==> config.mk <==
export PLATFORM = sky130hd
export DESIGN_NAME = sliced_logic_unit
export DESIGN_NICKNAME = d
export VERILOG_FILES = /design/src/rtl/logic_unit_pkg.sv /design/src/rtl/logic_slice.sv /design/src/rtl/sliced_logic_unit.sv
export SDC_FILE = /design/constraint.sdc
export NUM_CORES = 1
export LEC_CHECK = 0
export ABC_CLOCK_PERIOD_IN_PS = 6200
export BUFFER_PORTS_ARGS = -buffer_cell sky130_fd_sc_hd__buf_2
export CAP_MARGIN = 40
export CORE_ASPECT_RATIO = 0.5
export CORE_MARGIN = 2
export CORE_UTILIZATION = 45
export DETAILED_ROUTE_END_ITERATION = 10
export PLACE_DENSITY = 0.66
export SYNTH_ARGS = -nofsm -noshare
export SYNTH_HDL_FRONTEND = slang
export SYNTH_SLANG_ARGS = --single-unit
export TNS_END_PERCENT = 1
==> constraint.sdc <==
create_clock -name clk -period 6.2 [get_ports clk]
set_input_delay 1.55 -clock clk [delete_from_list [all_inputs] [get_ports clk]]
set_output_delay 1.55 -clock clk [all_outputs]
set_load 0.03 [all_outputs]
==> src/rtl/logic_unit_pkg.sv <==
// Shared types for the sliced bitwise logic unit.
package logic_unit_pkg;

    localparam int unsigned OP_W = 3;

    // Run-time selectable logic operations.
    typedef enum logic [OP_W-1:0] {
        OP_AND   = 3'b000,
        OP_OR    = 3'b001,
        OP_XOR   = 3'b010,
        OP_NOR   = 3'b011,
        OP_NAND  = 3'b100,
        OP_XNOR  = 3'b101,
        OP_ANDN  = 3'b110,
        OP_PASSA = 3'b111
    } op_e;

    // Control FSM states.
    typedef enum logic {
        ST_IDLE = 1'b0,
        ST_RUN  = 1'b1
    } state_e;

endpackage

==> src/rtl/logic_slice.sv <==
// Slice-wide combinational logic cell, time-multiplexed across operand slices.
module logic_slice
    import logic_unit_pkg::*;
#(
    parameter int unsigned SLICE = 4
) (
    input  op_e              op,
    input  logic [SLICE-1:0] a,
    input  logic [SLICE-1:0] b,
    output logic [SLICE-1:0] y
);

    // Select one of the eight bitwise functions.
    always_comb begin
        y = '0;
        case (op)
            OP_AND:   y = a & b;
            OP_OR:    y = a | b;
            OP_XOR:   y = a ^ b;
            OP_NOR:   y = ~(a | b);
            OP_NAND:  y = ~(a & b);
            OP_XNOR:  y = ~(a ^ b);
            OP_ANDN:  y = a & ~b;
            OP_PASSA: y = a;
            default:  y = a;
        endcase
    end

endmodule

==> src/rtl/sliced_logic_unit.sv <==
// Multi-cycle bitwise logic unit: one SLICE-bit slice per clock, start/busy/done handshake.
module sliced_logic_unit
    import logic_unit_pkg::*;
#(
    parameter int unsigned WIDTH = 32,
    parameter int unsigned SLICE = 4
) (
    input  logic             clk,
    input  logic             rst_n,
    input  logic             start,
    input  logic [OP_W-1:0]  op,
    input  logic [WIDTH-1:0] a,
    input  logic [WIDTH-1:0] b,
    output logic             busy,
    output logic             done,
    output logic [WIDTH-1:0] y,
    output logic             zero
);

    localparam int unsigned NUM_SLICES = (SLICE > 0) ? (WIDTH / SLICE) : 1;
    localparam int unsigned IDX_W      = (NUM_SLICES > 1) ? $clog2(NUM_SLICES) : 1;
    localparam logic [IDX_W-1:0] LAST_IDX = IDX_W'(NUM_SLICES - 1);

    // Reject geometries that cannot be sliced evenly.
    generate
        if (WIDTH < 1 || SLICE < 1 || (WIDTH % SLICE) != 0) begin : g_bad_geometry
            $error("sliced_logic_unit: WIDTH must be a positive multiple of SLICE");
        end
    endgenerate

    state_e           state, state_nxt;
    logic [IDX_W-1:0] idx, idx_nxt;
    logic [WIDTH-1:0] a_l, a_l_nxt;
    logic [WIDTH-1:0] b_l, b_l_nxt;
    op_e              op_l, op_l_nxt;
    logic [WIDTH-1:0] acc, acc_nxt;
    logic [WIDTH-1:0] y_nxt;
    logic             zero_nxt;
    logic             busy_nxt;
    logic             done_nxt;

    logic [31:0]      base;
    logic [SLICE-1:0] a_slice;
    logic [SLICE-1:0] b_slice;
    logic [SLICE-1:0] r_slice;

    // Bit offset of the slice currently being processed.
    assign base    = 32'(idx) * 32'(SLICE);
    assign a_slice = a_l[base +: SLICE];
    assign b_slice = b_l[base +: SLICE];

    logic_slice #(
        .SLICE (SLICE)
    ) u_logic_slice (
        .op (op_l),
        .a  (a_slice),
        .b  (b_slice),
        .y  (r_slice)
    );

    // State and datapath registers; reset returns every output to its idle value.
    always_ff @(posedge clk or negedge rst_n) begin
        if (!rst_n) begin
            state <= ST_IDLE;
            idx   <= '0;
            a_l   <= '0;
            b_l   <= '0;
            op_l  <= OP_AND;
            acc   <= '0;
            y     <= '0;
            zero  <= 1'b1;
            busy  <= 1'b0;
            done  <= 1'b0;
        end else begin
            state <= state_nxt;
            idx   <= idx_nxt;
            a_l   <= a_l_nxt;
            b_l   <= b_l_nxt;
            op_l  <= op_l_nxt;
            acc   <= acc_nxt;
            y     <= y_nxt;
            zero  <= zero_nxt;
            busy  <= busy_nxt;
            done  <= done_nxt;
        end
    end

    // Next-state and next-register values; done is a single-cycle pulse.
    always_comb begin
        state_nxt = state;
        idx_nxt   = idx;
        a_l_nxt   = a_l;
        b_l_nxt   = b_l;
        op_l_nxt  = op_l;
        acc_nxt   = acc;
        y_nxt     = y;
        zero_nxt  = zero;
        busy_nxt  = busy;
        done_nxt  = 1'b0;

        case (state)
            ST_IDLE: begin
                if (start) begin
                    a_l_nxt   = a;
                    b_l_nxt   = b;
                    op_l_nxt  = op_e'(op);
                    idx_nxt   = '0;
                    busy_nxt  = 1'b1;
                    state_nxt = ST_RUN;
                end
            end
            ST_RUN: begin
                acc_nxt[base +: SLICE] = r_slice;
                idx_nxt = idx + IDX_W'(1);
                if (idx == LAST_IDX) begin
                    // Publish the complete accumulator, last slice included.
                    y_nxt     = acc_nxt;
                    zero_nxt  = (acc_nxt == '0);
                    done_nxt  = 1'b1;
                    busy_nxt  = 1'b0;
                    idx_nxt   = '0;
                    state_nxt = ST_IDLE;
                end
            end
            default: begin
                state_nxt = ST_IDLE;
                busy_nxt  = 1'b0;
            end
        endcase
    end

endmodule

==> out/qor.yml <==
global_routing:
  grt_pass1_wl_um: 26300
  grt_max_degree: 92
  antenna_found_initial: 0
  first_global_vias: 4919
  grt-ovfl-total: 0
  grt_usage_pct: 20.8
synthesis:
  synth-seq-area-share_pct: 50.4
  avgSynthCellArea_um2: 11.6
  synth_cells: 593
  synth_common_cells: "dfrtp_1 (137), mux2_2 (83), nand2_1 (70), o21ai_0 (43), nor2_1 (26)"
  synthSimpleGateAreaFrac_pct: 11.4
  synth_edf_count: 0
  synth_area_leaders: "dfrtp_1 (50%), mux2_2 (14%), mux4_2 (3.9%), nand2_1 (3.8%), ha_1 (3.5%)"
  ys_async_sr_fraction_pct: 100
  yosys_warnings: 0
  ys_types: 64
  dominantRegCellSynth: "dfrtp_1"
  synthAdderAreaFrac_pct: 3.47
  netlist_area_um2: 6860
  synth_nets: 682
  synth_compound_area_share_pct: 10.2
  synth-xor-area-share_pct: 0.255
  synth.area.mux_share_pct: 21.1
  synth.most_common_cell: "dfrtp_1"
  synth_top_cell_by_area: "dfrtp_1"
  synth_top_family_by_area: "multiplexers"
  ys_ff_latch: 138
  yosysTopAreaCellShare_pct: 50.0
pwr:
  pwr-share-clk_pct: 20.0
  p_comb_share_pct: 48.0
  p_int_mw: 2.97
  vdd_drop_max_v: 0.000299
  swShare_pct: 41.8
  powerDensity_nw_per_um2: 628
  power_frac_seq_pct: 31.9
  p_sw_mw: 2.14
  p_leak_nw: 3.72
status:
  status: "finished, final reports clean"
floorplanning:
  fp-row-count: 31
  dieWidth_um: 179
  initial_utilization_pct: 46.8
  die_y_um: 91.3
  fp.coreArea_um2: 14700
  dieArea_um2: 16300
  pin_count: 105
clocking:
  cts_max_level: 4
  ctsResizeCount: 0
  cts.clk_slew.worst_paths_ps: 60
  cts.sinks: 138
  clock_path_buffers: 2
  root_buffer: "clkbuf_16"
  post_cts_buffers: 0
  cts_inserted_buffers: 17
  postCtsHoldBufs: 0
  cts_tree: "built"
  clkLatencyLatePin_ps: 420
sta:
  post-route-period-util_pct: 70.9
  worst_slew_pin_slew_ps: 946
  finalMaxSlewViolations: 0
  fin_ws_ps: 1800
  fmax_ghz: 0.227
  relSlewSlack_pct: 36.9
  setup_viol: 0
  rsz0062_at_grt: "no"
  finalSetupTns_ps: 0
  period_needed_ps: 4400
  fin_skew_ps: 11.9
  hold_viol: 0
critical_path:
  path_buf_inv: 2
  critical_path_cell_count: 14
  critPathArrivalTime_ps: 4750
  r2r-start: "idx[0]"
  r2r_end: "zero"
  cp.required_ps: 6550
  cpLargestDelayFamily: "compound AO/OA/AOI/OAI gates"
  cp_cell_sequence: "buf_4 > mux4_1 > nor2_1 > a311oi_1 > inv_1 > ha_1 > mux2_2 > o211ai_1 > o21ai_0 > o2bb2ai_1 > a22oi_1 > and4_1 > nand4_1 > o31ai_2"
  critPathCaptureType: "register"
  reg2reg_slack_ps: 1800
  reg2regPathDepth: 14
  crit_fanout: 18
  critPathLaunch: "idx[0]"
  crit_slowest_cell: "o2bb2ai_1"
  crit_type: "reg2reg"
  setup.worst_path.start_class: "register"
  max_stage_delay_ps: 780
  endpoint: "zero"
drt:
  drtIter0Drc: 260
  wl_per_cell_um: 17.5
  vias: 4922
  dr.pass1.iters: 5
  viasPerCell: 5.47
  ant_nets: 0
  drc: 0
  drt_wl_total_um: 15800
flow_run:
  max_cap_violations: 0
cells_and_area:
  n_fill_cell: 1300
  final_nets: 779
  diodes: 0
  layout-drive-gt1-share_pct: 36.6
  syn2layout_area_growth_pct: 18.6
placement:
  hpwl_um: 10900
  gp_congestion: 0.856
  post-place-ws_ps: 1870
  port_buffers: 104
min_path:
  hp-class: "reg2reg"
worst min path at each step:
stage | start | end | slack [ps] | cells after the start
after global routing | y[14] | y[14] | 500 | 2
final | y[13] | y[13] | 470 | 2
after floorplan | acc[25] | acc[25] | 460 | 2
after global placement | y[23] | y[23] | 450 | 2
after detailed placement | y[23] | y[23] | 460 | 2
after CTS | y[23] | y[23] | 470 | 2
placed cells by master, fill, tap and decap left out, types with 17 or more instances in the layout:
master,n
clkbuf_16,17
dfrtp_1,137
nor2_1,26
mux2_2,83
nand2_1,70
a21oi_1,21
buf_2,103
ha_1,19
o21ai_0,43
stage by stage:
stage	std cells	cell area (um2)	util (%)	total power, mW	hold slack (ps)
after floorplan	593	6860	-	3.44	464
after global placement	869	7540	51.4	4.00	447
after detailed placement	869	7540	51.4	4.07	463
after CTS	900	8130	55.5	5.12	471
after global routing	900	8130	55.5	5.48	498
final	900	8130	55.5	5.11	470
worst register-to-register path, cell delays in order, from the launching register on:
cell       delay [ps]
dfrtp_1           560
buf_4             380
mux4_1            310
nor2_1             40
a311oi_1          530
inv_1             140
ha_1              340
mux2_2            260
o211ai_1          150
o21ai_0           140
o2bb2ai_1         780
a22oi_1           240
and4_1            260
nand4_1           120
o31ai_2            80
power groups by stage:
| stage | clock network (mW) | logic [mW] | registers [mW] |
|---|---|---|---|
| 4_1_cts | 1.04 | 2.45 | 1.63 |
| 2_1_floorplan | 0 | 1.76 | 1.68 |
| 3_3_place_gp | 0 | 2.38 | 1.63 |
| 3_5_place_dp | 0 | 2.43 | 1.64 |
| 5_1_grt | 1.09 | 2.70 | 1.70 |
| 6_report | 1.02 | 2.45 | 1.63 |
kinds of logic (layout without fill, tap and decap cells):
| kind of cell | count (synthesis) | in the layout |
|---|---|---|
| AND/OR/NAND/NOR | 161 | 161 |
| flip-flops | 138 | 138 |
| multiplexers | 113 | 113 |
| AO/OA/AOI/OAI | 109 | 109 |
| buffers and inverters | 51 | 160 |
| adder cells (fa/ha/maj) | 19 | 19 |
| XOR/XNOR | 2 | 2 |
routing by layer:
metal	share of wire, %	GRT usage [%]	vias up
li1	-	-	2338
met1	50	31.2	2417
met2	44	30.5	150
met3	5.2	4.40	17
met4	1.1	5.76	0
met5	0	0	-
layout make-up:
cell class / count / area [um2] / share of cell area, %
flip-flops and latches: 138 / 3450 / 42.5
multi-input cells: 404 / 3190 / 39.2
repair buffers: 111 / 579 / 7.12
clock buffers: 19 / 453 / 5.57
well taps: 198 / 248 / 3.05
clock inverters: 12 / 141 / 1.74
inverters: 18 / 67.6 / 0.831
flip-flops by register name (all words and copies together), names as in the netlist:
name   flops
idx        3
busy       1
y         32
op_l       3
state      1
done       1
b_l       32
zero       1
acc       32
a_l       32
Note: power is estimated with default switching activity, not from simulation.
